`src/rtl/divider_16by8_pkg.sv`:
```
// div_pkg: shared widths, state encoding and constants for the 16-by-8 divider
//   DIVIDEND_W/DIVISOR_W : operand widths
//   QUOTIENT_W/REMAINDER_W : result widths
//   COUNT_W : width of the per-bit iteration counter
//   DZ_QUOTIENT : quotient returned on divide by zero
//   state_t : controller states
package div_pkg;
    localparam int DIVIDEND_W  = 16;
    localparam int DIVISOR_W   = 8;
    localparam int QUOTIENT_W  = DIVIDEND_W;
    localparam int REMAINDER_W = DIVISOR_W;
    localparam int COUNT_W     = 4;
    localparam logic [QUOTIENT_W-1:0] DZ_QUOTIENT = 16'hFFFF;
    typedef enum logic [1:0] {IDLE, RUN, DONE} state_t;
endpackage

```
`src/rtl/divider_16by8_if.sv`:
```
// divider_16by8_if: start/done handshake and operand/result bus of the divider
//   master : drives start, a (dividend), b (divisor); observes results
//   slave  : the divider; drives q, r, dz, busy, done
interface divider_16by8_if;
    import div_pkg::*;
    logic                   start;
    logic [DIVIDEND_W-1:0]  a;
    logic [DIVISOR_W-1:0]   b;
    logic [QUOTIENT_W-1:0]  q;
    logic [REMAINDER_W-1:0] r;
    logic                   dz;
    logic                   busy;
    logic                   done;
    modport master (output start, a, b, input q, r, dz, busy, done);
    modport slave  (input start, a, b, output q, r, dz, busy, done);
endinterface

```
`src/rtl/divider_16by8_step.sv`:
```
// div_step: one restoring-division step (shift, trial compare, conditional subtract)
//   p       : partial remainder, always < b
//   qs      : dividend/quotient shift register
//   b       : divisor
//   p_next  : updated partial remainder
//   qs_next : shift register with the new quotient bit in its LSB
module div_step
    import div_pkg::*;
(
    input  logic [DIVISOR_W-1:0]  p,
    input  logic [DIVIDEND_W-1:0] qs,
    input  logic [DIVISOR_W-1:0]  b,
    output logic [DIVISOR_W-1:0]  p_next,
    output logic [DIVIDEND_W-1:0] qs_next
);
    logic [DIVISOR_W:0] t;
    logic               ge;
    // The trial value needs the 9th bit; the result is < b again so 8 bits hold it.
    always_comb begin
        t       = {p, qs[DIVIDEND_W-1]};
        ge      = t >= {1'b0, b};
        p_next  = ge ? DIVISOR_W'(t - {1'b0, b}) : t[DIVISOR_W-1:0];
        qs_next = {qs[DIVIDEND_W-2:0], ge};
    end
endmodule

```
`src/rtl/divider_16by8.sv`:
```
// divider_16by8: sequential restoring divider, 16-bit dividend / 8-bit divisor, one quotient bit per clock
//   clk : rising-edge clock
//   rst : asynchronous active-high reset
//   bus : divider_16by8_if.slave (start, a, b in; q, r, dz, busy, done out)
module divider_16by8
    import div_pkg::*;
(
    input  logic            clk,
    input  logic            rst,
    divider_16by8_if.slave  bus
);
    state_t                 state, state_next;
    logic [DIVIDEND_W-1:0]  qs, qs_next;
    logic [DIVISOR_W-1:0]   p, p_next, bs;
    logic [COUNT_W-1:0]     cnt;
    logic [QUOTIENT_W-1:0]  q;
    logic [REMAINDER_W-1:0] r;
    logic                   dz, accept, zero_div, last;

    // DONE returns to IDLE on the same edge that may take the next request,
    // so a held start repeats every 17 cycles.
    assign accept   = bus.start && state != RUN;
    assign zero_div = bus.b == '0;
    assign last     = state == RUN && cnt == '0;

    div_step u_step (
        .p       (p),
        .qs      (qs),
        .b       (bs),
        .p_next  (p_next),
        .qs_next (qs_next)
    );

    always_ff @(posedge clk or posedge rst) begin
        if (rst) state <= IDLE;
        else     state <= state_next;
    end

    always_comb begin
        state_next = accept ? (zero_div ? DONE : RUN)
                   : state == RUN ? (last ? DONE : RUN)
                   : IDLE;
    end

    always_comb begin
        bus.busy = state != IDLE;
        bus.done = state == DONE;
    end

    always_ff @(posedge clk or posedge rst) begin
        if (rst) begin
            qs  <= '0;
            p   <= '0;
            bs  <= '0;
            cnt <= '0;
            q   <= '0;
            r   <= '0;
            dz  <= 1'b0;
        end else if (accept && zero_div) begin
            q  <= DZ_QUOTIENT;
            r  <= bus.a[REMAINDER_W-1:0];
            dz <= 1'b1;
        end else if (accept) begin
            qs  <= bus.a;
            bs  <= bus.b;
            p   <= '0;
            cnt <= COUNT_W'(DIVIDEND_W - 1);
            dz  <= 1'b0;
        end else if (state == RUN) begin
            qs  <= qs_next;
            p   <= p_next;
            cnt <= last ? '0 : cnt - 1'b1;
            // Results are published as the final step lands, so they are valid with done.
            if (last) begin
                q <= qs_next;
                r <= p_next;
            end
        end
    end

    assign bus.q  = q;
    assign bus.r  = r;
    assign bus.dz = dz;
endmodule
```
`src/flat_wrapper.sv`:
```
// flat-port wrapper written by rule: the top's interface ports become plain ports
module divider_16by8_flat import div_pkg::*;
  (clk, rst, bus_start, bus_a, bus_b, bus_q, bus_r, bus_dz, bus_busy, bus_done);
  divider_16by8_if bus_i ();
  input  logic clk;
  input  logic rst;
  input wire logic [$bits(bus_i.start)-1:0] bus_start;
  input wire logic [$bits(bus_i.a)-1:0] bus_a;
  input wire logic [$bits(bus_i.b)-1:0] bus_b;
  output wire logic [$bits(bus_i.q)-1:0] bus_q;
  output wire logic [$bits(bus_i.r)-1:0] bus_r;
  output wire logic [$bits(bus_i.dz)-1:0] bus_dz;
  output wire logic [$bits(bus_i.busy)-1:0] bus_busy;
  output wire logic [$bits(bus_i.done)-1:0] bus_done;
  assign bus_i.start = bus_start;
  assign bus_i.a = bus_a;
  assign bus_i.b = bus_b;
  assign bus_q = bus_i.q;
  assign bus_r = bus_i.r;
  assign bus_dz = bus_i.dz;
  assign bus_busy = bus_i.busy;
  assign bus_done = bus_i.done;
  divider_16by8 u_core (.clk(clk), .rst(rst), .bus(bus_i));
endmodule
```
`config.mk`:
```
export PLATFORM = sky130hd
export DESIGN_NAME = divider_16by8_flat
export DESIGN_NICKNAME = d
export VERILOG_FILES = /design/src/rtl/divider_16by8_pkg.sv /design/src/rtl/divider_16by8_if.sv /design/src/rtl/divider_16by8_step.sv /design/src/rtl/divider_16by8.sv /design/src/flat_wrapper.sv
export SDC_FILE = /design/constraint.sdc
export NUM_CORES = 1
export LEC_CHECK = 0
export CORE_MARGIN = 1.5
export CORE_UTILIZATION = 53
export CTS_CLUSTER_SIZE = 16
export DETAILED_ROUTE_END_ITERATION = 12
export PLACE_DENSITY = 0.91
export SYNTH_ARGS = -nofsm -noshare
export SYNTH_HDL_FRONTEND = slang
export SYNTH_SLANG_ARGS = --single-unit
```
`constraint.sdc`:
```
create_clock -name clk -period 2.5 [get_ports clk]
set_input_delay 0.75 -clock clk [delete_from_list [all_inputs] [get_ports clk]]
set_output_delay 0.75 -clock clk [all_outputs]
set_load 0.01 [all_outputs]
```
Word level (Yosys, flattened, before mapping)
Index checks and enable logic that the tools add are counted.

Equality and inequality tests: 4. Reduce and logical (&&, ||, !) cells: 13. Magnitude comparators: 1. Bitwise operators: 1. Add/sub/neg operators: 2. Multiplexer cells: 22.

Operator list (count): 16-bit two-way mux (6); 8-bit two-way mux (7); 4-bit two-way mux (3); 2-bit nonzero test (5); 9-bit by 8-bit greater-or-equal comparator with 1-bit output (1); 8-bit logical NOT (1); 2-bit two-way mux (4); 8-bit subtractor (1); 4-bit logical NOT (1); 2-bit AND reduction (2); 4-bit by 1-bit subtractor with 4-bit output, second input constant (1); 1-bit logical AND (3); 3-bit AND reduction (1); 2-bit by 1-bit == test with 1-bit output, second input constant (1); 2-bit == test, second input constant (1); 1-bit two-way mux (2); 2-bit by 1-bit != test with 1-bit output, second input constant (1); 2-bit != test, second input constant (1); 1-bit inverter (1).

Word-level logic and storage cells: 51. Input bits: 27. Flip-flop bits (word level): 63. Output and inout port bits: 27.

Logic depth before layout (Yosys ltp)
Gate-level depths: netlist of run 1.

Depth in word-level cells: 6. Gate-level depth with buffers: 9. Depth with buffers taken out: 9.

Hierarchy
A second synthesis of run 1 with hierarchy kept.

Cells, all modules: 324. Area total of the unflattened synthesis: 3514.6 µm².

Modules (own cells, without submodules): divider_16by8 (area each 2854.0 µm², seq. area each 1576.5 µm², instances 1, cells each 240); div_step (area each 660.6 µm², seq. area each 0.0 µm², instances 1, cells each 84).

Worst setup path after synthesis of run 1
No wires, ideal clock.

Path type: reg2reg. Start: register u_core.p[5]. End: register u_core.r[0], in the netlist u_core.bus.r[0]. Required time: 2.413 ns. Cell stages (with the launch flop): 7. Clock period less this slack: 2.101 ns. Library setup time: 0.087 ns. Arrival: 2.014 ns. Slack: 0.399 ns. Buffers on the path: 0. Cells stage by stage: dfrtp_1 -> ha_1 -> and4_4 -> and2_4 -> a221oi_4 -> mux2_2 -> o211ai_1.

Word-level cells in the longest chain between the ends: 6.

RTL lines: start, declared (RTL line divider_16by8.sv:14) `logic [DIVISOR_W-1:0] p, p_next, bs;`; start signal, assigned (RTL line divider_16by8.sv:71) `p <= p_next;`; 9-bit by 8-bit greater-or-equal comparator with 1-bit output (RTL line divider_16by8_step.sv:21) `ge = t >= {1'b0, b};`; 8-bit two-way mux (RTL line divider_16by8_step.sv:22) `p_next = ge ? DIVISOR_W'(t - {1'b0, b}) : t[DIVISOR_W-1:0];`; 8-bit two-way mux (RTL line divider_16by8.sv:74) `if (last) begin`; 8-bit two-way mux (RTL line divider_16by8.sv:69) `end else if (state == RUN) begin`; 8-bit two-way mux (RTL line divider_16by8.sv:63) `end else if (accept) begin`; 8-bit two-way mux (RTL line divider_16by8.sv:59) `end else if (accept && zero_div) begin`; end signal, assigned (RTL line divider_16by8.sv:61) `r <= bus.a[REMAINDER_W-1:0];`; end signal, assigned (RTL line divider_16by8.sv:76) `r <= p_next;`; end, declared (RTL line divider_16by8.sv:17) `logic [REMAINDER_W-1:0] r;`.

Every way passes these cells. The select of a mux whose other input is x is not followed. A chain may end at the register's enable or synchronous reset.

Worst setup path in the final report of run 1
Start: register u_core.p[5]. End: register u_core.p[0].

Word-level cells in the longest chain between the ends: 4.

RTL lines (RTL line): 9-bit by 8-bit greater-or-equal comparator with 1-bit output (divider_16by8_step.sv:21); 8-bit two-way mux (divider_16by8_step.sv:22); 8-bit two-way mux (divider_16by8.sv:69); 8-bit two-way mux (divider_16by8.sv:63).

Every way passes these cells. The select of a mux whose other input is x is not followed.

==> summary.json, run 1 <==
{
  "outcome": "finished, final reports clean",
  "clk_transition_reported_paths_ps": 70,
  "max-slew-margin-rel_pct": 68.0,
  "maximum_number_of_pins_on_one_net_before_global_route_repair": 64,
  "drt-vias-per-instance": 5.97,
  "via_count": 2693,
  "die_x_extent_um": 79.9,
  "dpl_worst_slack_ps": -54.6,
  "start_kind": "flip-flop",
  "ranking_of_synthesized_cells_by_area": "sky130_fd_sc_hd__dfrtp_1 (50%), sky130_fd_sc_hd__mux2i_1 (6.7%), sky130_fd_sc_hd__nand2_1 (6.1%)",
  "synth.yosys.warnings": 0,
  "syn_avg_cell_area_um2": 10.1,
  "route.final.wire_length_mm": 7.96,
  "wl_per_cell_um": 17.6,
  "drt.antenna.violating_nets": 0,
  "placed_cell_area_um2": 3830,
  "clockRootBuffer": "sky130_fd_sc_hd__clkbuf_8",
  "final.setup_skew_ps": 7.14,
  "tightest_slew_ps": 480,
  "power.leakage_uw": 0.00168,
  "design.final.nets": 412,
  "floorplan.io_pins": 54,
  "whs_ps": 488,
  "cts.repair.resized": 0,
  "coreArea_um2": 5610,
  "floorplan.die.height_um": 79.9,
  "post_synth_instance_area_um2": 3130,
  "critical-path-max-stage-delay_ps": 440,
  "timing_max_transition_violations_final": 0,
  "critPathKind": "flip-flop to flip-flop",
  "timing.critical_path.fanout_max": 8,
  "antenna_cells_inserted": 0,
  "synth_commonest_cells": "sky130_fd_sc_hd__dfrtp_1 (63), sky130_fd_sc_hd__nand2_1 (51), sky130_fd_sc_hd__o21ai_0 (29)",
  "mappedNetlistNets": 348,
  "dpl.cell_count": 435,
  "setup_viol": 0,
  "cts-buffers-inserted": 9,
  "cp_data_arrival_time_ps": 2570,
  "synth_async_sr_flop_share_pct": 100,
  "number_of_port_buffers": 53,
  "max_freq_mhz": 431,
  "wire_length_of_the_first_global_routing_pass_mm": 13.1,
  "worstPathRequired_ps": 2750,
  "ys_types": 43,
  "max_cap_viol_count": 0,
  "postSynth.topFlopCell": "sky130_fd_sc_hd__dfrtp_1",
  "clock_tree_from_tritoncts": "done",
  "cts-root-to-sink-buffers": 2,
  "detailedPlacementHpwl_mm": 5.59,
  "gp_routability_congestion": 0.812,
  "gr-usage-all-layers_pct": 27.3,
  "post-synth-top-count-cell": "sky130_fd_sc_hd__dfrtp_1",
  "post-route-period-util_pct": 92.9,
  "synth_enable_flop_cells": 0,
  "drt_pre_antenna_iters": 5,
  "endpoint_kind_of_the_worst_setup_timing_path": "flip-flop",
  "holdCritPathClass": "flip-flop to flip-flop",
  "critPathTopFamily": "compound AO/OA/AOI/OAI gates",
  "cts.repair_timing.setup_buffer_count": 0,
  "clock_insertion_delay_worst_skew_ps": 340,
  "synth_top_cell_area_share_pct": 50.4,
  "grt-ovfl-total": 0,
  "irDropWorstVdd_mv": 0.698,
  "instances_no_fill": 451,
  "die-area_um2": 6380,
  "cellPowerDensity_nw_per_um2": 1500,
  "timing.final.ws_setup_ps": 179,
  "timing.critical_path.slowest_stage_cell": "sky130_fd_sc_hd__a221oi_4",
  "post_synth_inst_count": 310,
  "synth_sequential_area_ratio_pct": 50.4,
  "post-route-drc-count": 0,
  "cp_num_buf_inv": 0,
  "netlist.top_cell.by_area": "sky130_fd_sc_hd__dfrtp_1",
  "cts_hold_buffers": 0,
  "grt_pass1_vias": 2734,
  "final_layout_size_suffix_gt1_share_pct": 10.0,
  "cts.sink_count": 63,
  "initial_core_util_pct": 55.8,
  "initial_antenna_violation_count": 0,
  "finish.instance_area_um2": 4030,
  "row_count": 27,
  "ys_seq_elements": 63,
  "series_of_cell_instances_along_the_critical_path": "ha_1, and4_4, and2_4, a221oi_4, mux2_2, o21ai_0",
  "final_hold_viol_count": 0,
  "fin_crit_ps": 2320,
  "drt_first_iter_violations": 176,
  "ctsHtreeMaxLevel": 3,
  "signed_area_change_from_the_synthesized_netlist_to_the_final_layout_pct": 28.8,
  "rsz0062_at_grt": "false"
}
flip-flops by register name, indices dropped and copies added, names as in the netlist:
| register | flops |
|---|---|
| u_core.bus.q | 16 |
| u_core.qs | 16 |
| u_core.bs | 8 |
| u_core.bus.r | 8 |
| u_core.p | 8 |
| u_core.cnt | 4 |
| u_core.state | 2 |
| u_core.bus.dz | 1 |
power breakdown:
part / leakage, uW / total (uW) / internal (uW) / switching [uW]
Sequential: 0.000740 / 1940 / 1560 / 381
Combinational: 0.000836 / 3190 / 1520 / 1670
Clock: 0.0000997 / 902 / 488 / 413
Total: 0.00168 / 6030 / 3570 / 2470
placed cells by master (no fill, tap or decap), types with 2 or more instances in the layout:
master | synthesis | final
sky130_fd_sc_hd__o21ai_1 | 3 | 3
sky130_fd_sc_hd__a22o_1 | 2 | 2
sky130_fd_sc_hd__ha_1 | 10 | 10
sky130_fd_sc_hd__a32oi_1 | 3 | 3
sky130_fd_sc_hd__a221oi_1 | 2 | 2
sky130_fd_sc_hd__nor2b_1 | 4 | 4
sky130_fd_sc_hd__clkdlybuf4s50_1 | 0 | 53
sky130_fd_sc_hd__nor2_1 | 12 | 12
sky130_fd_sc_hd__buf_12 | 0 | 4
sky130_fd_sc_hd__o22a_1 | 16 | 16
sky130_fd_sc_hd__inv_1 | 13 | 12
sky130_fd_sc_hd__clkbuf_8 | 0 | 10
sky130_fd_sc_hd__dfrtp_1 | 63 | 63
sky130_fd_sc_hd__clkinv_2 | 0 | 2
sky130_fd_sc_hd__nand2_1 | 51 | 51
sky130_fd_sc_hd__and3_1 | 6 | 6
sky130_fd_sc_hd__or2_2 | 2 | 2
sky130_fd_sc_hd__a21oi_1 | 15 | 15
sky130_fd_sc_hd__o21a_1 | 3 | 3
sky130_fd_sc_hd__buf_4 | 1 | 10
sky130_fd_sc_hd__nand3_1 | 5 | 5
sky130_fd_sc_hd__mux2i_1 | 21 | 21
sky130_fd_sc_hd__nor3_1 | 3 | 3
sky130_fd_sc_hd__o211ai_1 | 6 | 6
sky130_fd_sc_hd__and2_1 | 2 | 2
sky130_fd_sc_hd__xor2_1 | 4 | 4
sky130_fd_sc_hd__nand2b_1 | 4 | 4
sky130_fd_sc_hd__o21ai_0 | 29 | 29
sky130_fd_sc_hd__nor4_1 | 2 | 2
tightest hold or removal path, cell delays in order, from the launching register on:
cell	delay, ps
sky130_fd_sc_hd__dfrtp_1	350
sky130_fd_sc_hd__nand2_1	60
sky130_fd_sc_hd__nand2_1	60
kinds of logic (layout without fill, tap and decap cells):
family | Yosys count | in the layout | synth area share (%)
muxes | 22 | 22 | 7.07
and+or+nand+nor | 95 | 95 | 13.9
xor gates and xnor gates | 4 | 4 | 1.12
buffers and inverters | 27 | 96 | 3.88
adders and majority gates | 11 | 11 | 4.64
AOI/OAI and AO/OA | 88 | 88 | 19.0
DFF | 63 | 63 | 50.4
layer usage:
layer	up-vias	track usage, %	wire length, um
met2	114	45.3	3930
met5	-	0	0
met1	1315	33.6	3290
met4	0	14.5	298
li1	1232	-	-
met3	32	5.37	431
stage by stage:
step	utilization [%]	total power (uW)	TNS, ps
after floorplan	-	3960	0
after global placement	68.4	4880	0
after detailed placement	68.4	5080	-358
after CTS	71.9	6020	0
after global routing	71.9	6460	0
final	71.9	6030	0
worst paths after layout:
kind	startpoint	to	slack (ps)	cells past startpoint
max	u_core.p[5]$_DFFE_PP0P_	u_core.p[0]$_DFFE_PP0P_	180	6
min	u_core.bs[7]$_DFFE_PP0P_	u_core.bs[7]$_DFFE_PP0P_	490	2
max reg2reg	u_core.p[5]$_DFFE_PP0P_	u_core.p[0]$_DFFE_PP0P_	180	6
min reg2reg	u_core.bs[7]$_DFFE_PP0P_	u_core.bs[7]$_DFFE_PP0P_	490	2
max in group asynchronous	rst	u_core.p[3]$_DFFE_PP0P_	1420	3
min in group asynchronous	rst	u_core.p[0]$_DFFE_PP0P_	810	3
layout make-up:
type | count | area (um^2)
Multi-Input combinational cell | 220 | 1430
Fill cell | 377 | 1580
Inverter | 13 | 48.8
Clock buffer | 11 | 141
Tap cell | 72 | 90.1
Timing Repair Buffer | 67 | 686
Clock inverter | 5 | 56.3
Sequential cell | 63 | 1580
Note: power is estimated with default switching activity, not from simulation.
==> run 2, diff against run 1 <==
--- a/config.mk
+++ b/config.mk
@@ -7,2 +7,3 @@
 export LEC_CHECK = 0
+export CORE_ASPECT_RATIO = 0.9
 export CORE_MARGIN = 1.5
==> constraint.sdc (replaced) <==
create_clock -name clk -period 2.5 [get_ports clk]
set_input_delay 0.625 -clock clk [delete_from_list [all_inputs] [get_ports clk]]
set_output_delay 0.625 -clock clk [all_outputs]
set_load 0.01 [all_outputs]
==> summary.json, run 2 (same netlist as run 1, synthesis figures left out) <==
{
  "coreArea_um2": 5690,
  "fraction_of_power_consumed_by_sequential_logic_pct": 32.9,
  "cts.repair.resized": 0,
  "final_cell_mix": "sky130_fd_sc_hd__dfrtp_1 (63), sky130_fd_sc_hd__clkdlybuf4s50_1 (53), sky130_fd_sc_hd__nand2_1 (51)",
  "timing.critical_path.fanout_max": 3,
  "endpoint_kind_of_the_worst_setup_timing_path": "flip-flop",
  "max_freq_mhz": 421,
  "post-route-drc-count": 0,
  "initial_antenna_violation_count": 0,
  "cts-root-to-sink-buffers": 2,
  "reg2reg_setup_slack_ps": 120,
  "power_after_layout_uw": 5900,
  "grt_pass1_vias": 2645,
  "row_count": 26,
  "cts.repair_timing.setup_buffer_count": 0,
  "power.internal_uw": 3500,
  "final_util_pct": 70.3,
  "timing.critical_path.slowest_stage_cell": "sky130_fd_sc_hd__a211oi_1",
  "largest_registers": "u_core.bus.q (16), u_core.qs (16)",
  "via_count": 2681,
  "cellPowerDensity_nw_per_um2": 1470,
  "power.leakage_uw": 0.00167,
  "floorplan.die.height_um": 75.9,
  "clock_insertion_delay_worst_skew_ps": 340,
  "reg2reg_start": "u_core.qs[15]$_DFFE_PP0P_",
  "series_of_cell_instances_along_the_critical_path": "inv_1, ha_1, inv_1, fa_1, a211oi_1, o211ai_1, o41a_1, a31o_2, o211ai_1",
  "critPathTopFamily": "compound AO/OA/AOI/OAI gates",
  "antenna_cells_inserted": 0,
  "worstSetupStartpoint": "u_core.qs[15]$_DFFE_PP0P_",
  "critical_path_cell_count": 9,
  "timing_max_transition_violations_final": 0,
  "gr-usage-all-layers_pct": 25.9,
  "pwr-share-comb_pct": 53.8,
  "cp_num_buf_inv": 2,
  "drt.antenna.violating_nets": 0,
  "dpl_worst_slack_ps": -117,
  "die_x_extent_um": 84.0,
  "cts_hold_buffers": 0,
  "worstPathRequired_ps": 2750,
  "gp_routability_congestion": 0.869,
  "reg2regPathDepth": 9,
  "hold_path_origin": "u_core.bus.q[15]$_DFFE_PP0P_",
  "die-area_um2": 6380,
  "final_hold_viol_count": 0,
  "instances_no_fill": 446,
  "grt-ovfl-total": 0,
  "max_cap_viol_count": 0,
  "irDropWorstVdd_mv": 0.803,
  "max-slew-margin-rel_pct": 64.4,
  "clockRootBuffer": "sky130_fd_sc_hd__clkbuf_8",
  "holdCritPathClass": "flip-flop to flip-flop",
  "wl_per_cell_um": 17.5,
  "timing.final.ws_setup_ps": 123,
  "power_switching_uw": 2400,
  "power.share.clock_pct": 13.3,
  "drt_first_iter_violations": 214,
  "clock_tree_from_tritoncts": "done",
  "final_layout_size_suffix_gt1_share_pct": 9.57,
  "final.setup_skew_ps": 7.92,
  "cp_data_arrival_time_ps": 2630,
  "min_path_cells": 1,
  "critical-path-max-stage-delay_ps": 460,
  "number_of_port_buffers": 53,
  "fin_crit_ps": 2380,
  "clk_transition_reported_paths_ps": 60,
  "dpl.cell_count": 433,
  "design.final.nets": 412,
  "signed_area_change_from_the_synthesized_netlist_to_the_final_layout_pct": 27.8,
  "ctsHtreeMaxLevel": 3,
  "cts.sink_count": 63,
  "initial_core_util_pct": 55.0,
  "start_kind": "flip-flop",
  "rsz0062_at_grt": "false",
  "drt-vias-per-instance": 6.01,
  "outcome": "finished, final reports clean",
  "setup_viol": 0,
  "sw_frac_of_total_pct": 40.7,
  "maximum_number_of_pins_on_one_net_before_global_route_repair": 24,
  "drt_pre_antenna_iters": 5,
  "route.final.wire_length_mm": 7.82,
  "leading_cell_type_in_the_layout_fill_and_taps_excluded": "sky130_fd_sc_hd__dfrtp_1",
  "wire_length_of_the_first_global_routing_pass_mm": 13.0,
  "detailedPlacementHpwl_mm": 5.48,
  "critPathKind": "flip-flop to flip-flop",
  "cts-buffers-inserted": 9,
  "post-route-period-util_pct": 95.1,
  "tightest_slew_ps": 533,
  "floorplan.io_pins": 54
}
run 2: power groups by stage:
stage / Combinational, uW / Sequential, uW / Clock (uW)
floorplan: 2030 / 1940 / 0
global placement: 2950 / 1910 / 0
detailed placement: 3120 / 1940 / 0
CTS: 3160 / 1930 / 797
global route: 3480 / 2000 / 843
finish: 3170 / 1940 / 786
run 2: metal layers:
| layer | vias up | wire (um) | global-route usage [%] |
|---|---|---|---|
| met5 | - | 0 | 0 |
| met4 | 0 | 97 | 7.70 |
| met3 | 12 | 605 | 7.73 |
| met2 | 113 | 3670 | 40.1 |
| met1 | 1325 | 3450 | 35.5 |
| li1 | 1231 | - | - |
run 2: metrics by stage:
stage / cell area (um^2) / setup TNS (ps) / hold slack (ps)
6_report: 4000 / 0 / 489
3_3_place_gp: 3830 / -306 / 460
3_5_place_dp: 3830 / -2600 / 469
5_1_grt: 4000 / 0 / 511
2_1_floorplan: 3130 / 0 / 446
4_1_cts: 4000 / 0 / 487
run 2: worst reg2reg max path, stage by stage, from the launching register on:
cell and delay (ps):
sky130_fd_sc_hd__dfrtp_1 370, sky130_fd_sc_hd__inv_1 80, sky130_fd_sc_hd__ha_1 190, sky130_fd_sc_hd__inv_1 60, sky130_fd_sc_hd__fa_1 410, sky130_fd_sc_hd__a211oi_1 460, sky130_fd_sc_hd__o211ai_1 180, sky130_fd_sc_hd__o41a_1 140
sky130_fd_sc_hd__a31o_2 220, sky130_fd_sc_hd__o211ai_1 170
run 2: cell type report:
class                   count  area, um^2
clock buffers              12         165
clock inverters             1        5.00
fillers                   375        1690
inverters                  13        48.8
multi-input cells         220        1430
flip-flops and latches     63        1580
well taps                  70        87.6
repair buffers             67         686
run 2: final timing paths:
check,to
worst max-delay path,u_core.bus.r[6]$_DFFE_PP0P_
worst min-delay path,u_core.bus.q[15]$_DFFE_PP0P_
worst max register to register,u_core.bus.r[6]$_DFFE_PP0P_
worst min register to register,u_core.bus.q[15]$_DFFE_PP0P_
max in group asynchronous,u_core.qs[15]$_DFFE_PP0P_
min in group asynchronous,u_core.bus.q[7]$_DFFE_PP0P_
==> run 3, diff against run 2 <==
- ABC_AREA: not set -> 1
- CORE_UTILIZATION: 53 -> 54
==> summary.json, run 3 <==
{
  "seqCellArea_um2": 1580,
  "wire_length_of_the_first_global_routing_pass_mm": 13.5,
  "reg2reg_start": "u_core.qs[15]$_DFFE_PP0P_",
  "post-route-period-util_pct": 82.3,
  "initial_core_util_pct": 56.0,
  "final.setup_skew_ps": 6.48,
  "design.final.nets": 508,
  "floorplan.io_pins": 54,
  "setup_viol": 0,
  "worstSetupStartpoint": "u_core.state[1]$_DFF_PP0_",
  "synth_top_cell_area_share_pct": 45.8,
  "timing.critical_path.fanout_max": 2,
  "power.share.clock_pct": 12.4,
  "power_switching_uw": 2740,
  "start_kind": "flip-flop",
  "endpoint_kind_of_the_worst_setup_timing_path": "primary output",
  "cts-buffers-inserted": 9,
  "timing_max_transition_violations_final": 0,
  "cts.repair.resized": 0,
  "dpl.cell_count": 546,
  "ys_seq_elements": 63,
  "via_count": 3002,
  "post_synth_instance_area_um2": 3440,
  "post-route-drc-count": 0,
  "max_cap_viol_count": 0,
  "die-area_um2": 6870,
  "drt_first_iter_violations": 291,
  "leading_cell_type_in_the_layout_fill_and_taps_excluded": "sky130_fd_sc_hd__nand2_1",
  "synth.yosys.warnings": 0,
  "cp_num_buf_inv": 2,
  "wl_per_cell_um": 14.5,
  "pwr-share-comb_pct": 57.7,
  "synth_commonest_cells": "sky130_fd_sc_hd__nand2_1 (98), sky130_fd_sc_hd__dfrtp_1 (63), sky130_fd_sc_hd__inv_1 (61)",
  "instances_no_fill": 561,
  "cellPowerDensity_nw_per_um2": 1450,
  "grt-ovfl-total": 0,
  "gr-usage-all-layers_pct": 25.7,
  "detailedPlacementHpwl_mm": 5.84,
  "number_of_port_buffers": 53,
  "worstPathRequired_ps": 1880,
  "synth_async_sr_flop_share_pct": 100,
  "antenna_cells_inserted": 0,
  "tightest_slew_ps": 511,
  "hold_path_origin": "u_core.bus.dz$_DFFE_PP0P_",
  "fin_tns_setup_ps": 0,
  "post-synth-top-count-cell": "sky130_fd_sc_hd__nand2_1",
  "syn_avg_cell_area_um2": 8.24,
  "final_layout_size_suffix_gt1_share_pct": 10.1,
  "postSynth.topFlopCell": "sky130_fd_sc_hd__dfrtp_1",
  "gp_routability_congestion": 0.871,
  "rsz0062_at_grt": "false",
  "series_of_cell_instances_along_the_critical_path": "inv_1, nor2_1, clkdlybuf4s50_1",
  "sw_frac_of_total_pct": 45.5,
  "cts_hold_buffers": 0,
  "final_cell_mix": "sky130_fd_sc_hd__nand2_1 (98), sky130_fd_sc_hd__dfrtp_1 (63), sky130_fd_sc_hd__inv_1 (60)",
  "synth_enable_flop_cells": 0,
  "reg2regPathDepth": 11,
  "critical_path.endpoint": "bus_done",
  "critical-path-max-stage-delay_ps": 540,
  "max-slew-margin-rel_pct": 65.9,
  "post_synth_inst_count": 418,
  "drt-vias-per-instance": 5.35,
  "floorplan.die.height_um": 78.8,
  "maximum_number_of_pins_on_one_net_before_global_route_repair": 24,
  "ranking_of_synthesized_cells_by_area": "sky130_fd_sc_hd__dfrtp_1 (46%), sky130_fd_sc_hd__nand2_1 (11%), sky130_fd_sc_hd__inv_1 (6.6%)",
  "power.internal_uw": 3290,
  "r2r_end": "u_core.p[4]$_DFFE_PP0P_",
  "critPathKind": "flip-flop to primary output",
  "final_hold_viol_count": 0,
  "max_freq_mhz": 486,
  "route.final.wire_length_mm": 8.12,
  "die_x_extent_um": 87.2,
  "clock_insertion_delay_worst_skew_ps": 340,
  "irDropWorstVdd_mv": 0.679,
  "outcome": "finished, final reports clean",
  "cp_data_arrival_time_ps": 1430,
  "critPathTopFamily": "buffers and inverters",
  "synth_sequential_area_ratio_pct": 45.8,
  "ys_types": 30,
  "clockRootBuffer": "sky130_fd_sc_hd__clkbuf_8",
  "reg2reg_setup_slack_ps": 590,
  "drt_pre_antenna_iters": 5,
  "largest_registers": "u_core.bus.q (16), u_core.qs (16)",
  "row_count": 27,
  "cts.sink_count": 63,
  "signed_area_change_from_the_synthesized_netlist_to_the_final_layout_pct": 20.6,
  "critical_path_cell_count": 3,
  "clk_transition_reported_paths_ps": 60,
  "timing.critical_path.slowest_stage_cell": "sky130_fd_sc_hd__clkdlybuf4s50_1",
  "holdCritPathClass": "flip-flop to flip-flop",
  "fraction_of_power_consumed_by_sequential_logic_pct": 29.9,
  "num-fill-cells": 490,
  "drt.antenna.violating_nets": 0,
  "cts-root-to-sink-buffers": 2,
  "mappedNetlistNets": 456,
  "fin_crit_ps": 2060,
  "cts.repair_timing.setup_buffer_count": 0,
  "power.leakage_uw": 0.00205,
  "grt_pass1_vias": 2826,
  "ctsHtreeMaxLevel": 3,
  "coreArea_um2": 6150,
  "clock_tree_from_tritoncts": "done",
  "multiInputGateArea_um2": 1470,
  "netlist.top_cell.by_area": "sky130_fd_sc_hd__dfrtp_1",
  "initial_antenna_violation_count": 0
}
==> run 3: changes by cell type in the layout (fill, tap and decap cells not counted), sizes merged, moves of 15 or more <==
cell	delta
nand2	+61
inv	+53
nand3	+26
nor2	+22
mux2i	-21
o22a	-15
==> run 3: how the worst min path moves through the flow <==
| stage | endpoint | slack [ps] | depth (start not counted) |
|---|---|---|---|
| after global placement | u_core.bus.dz$_DFFE_PP0P_ | 490 | 2 |
| after floorplan | u_core.bs[0]$_DFFE_PP0P_ | 460 | 2 |
| final | u_core.bus.dz$_DFFE_PP0P_ | 520 | 2 |
| after CTS | u_core.bus.dz$_DFFE_PP0P_ | 510 | 2 |
| after detailed placement | u_core.bus.dz$_DFFE_PP0P_ | 490 | 2 |
| after global routing | u_core.bus.dz$_DFFE_PP0P_ | 540 | 2 |
==> run 3: cell families (layout without fill, tap and decap cells) <==
group	count (synthesis)	count (layout)	synth area share, %
compound gates	75	75	12.5
xor+xnor	4	4	1.02
buf+inv	82	138	11.5
simple gates	183	183	25.0
flops	63	63	45.8
fa+ha+maj	11	11	4.22
==> run 3: final cells by class <==
type / instances / area share (%)
sequential: 63 / 38.0
multi-input combinational: 273 / 35.4
timing repair buffer: 57 / 14.1
inverter: 66 / 5.96
clock buffer: 11 / 3.40
tap: 87 / 2.62
clock inverter: 4 / 0.542
==> run 3: tightest hold or removal path: stages, from the launching register on <==
cell and delay (ps):
sky130_fd_sc_hd__dfrtp_1 370, sky130_fd_sc_hd__nand2_1 60, sky130_fd_sc_hd__nand2_1 60
==> run 3: power groups by stage <==
stage	logic [uW]	clock network (uW)	registers (uW)
after floorplan	2440	0	1830
after global placement	3250	0	1780
after detailed placement	3390	0	1810
after CTS	3450	749	1800
after global routing	3910	799	1850
final	3480	748	1810
==> run 3: stage by stage <==
step                power [uW]  hold WS [ps]  instance area, um^2  util, %  worst slack (ps)
global route              6560           543                 4150     67.6               363
global placement          5030           486                 3990     64.9               302
floorplan                 4270           455                 3440        -               305
finish                    6030           520                 4150     67.6               442
CTS                       6000           510                 4150     67.6               420
detailed placement        5200           493                 3990     64.9               214
==> run 3: layer usage <==
layer / GRT usage [%] / up-vias / part of all wire [%]
met5: 0 / - / 0
met4: 7.62 / 0 / 1.6
met3: 6.86 / 17 / 5.7
met2: 40.6 / 110 / 49
met1: 35.1 / 1443 / 44
li1: - / 1432 / -
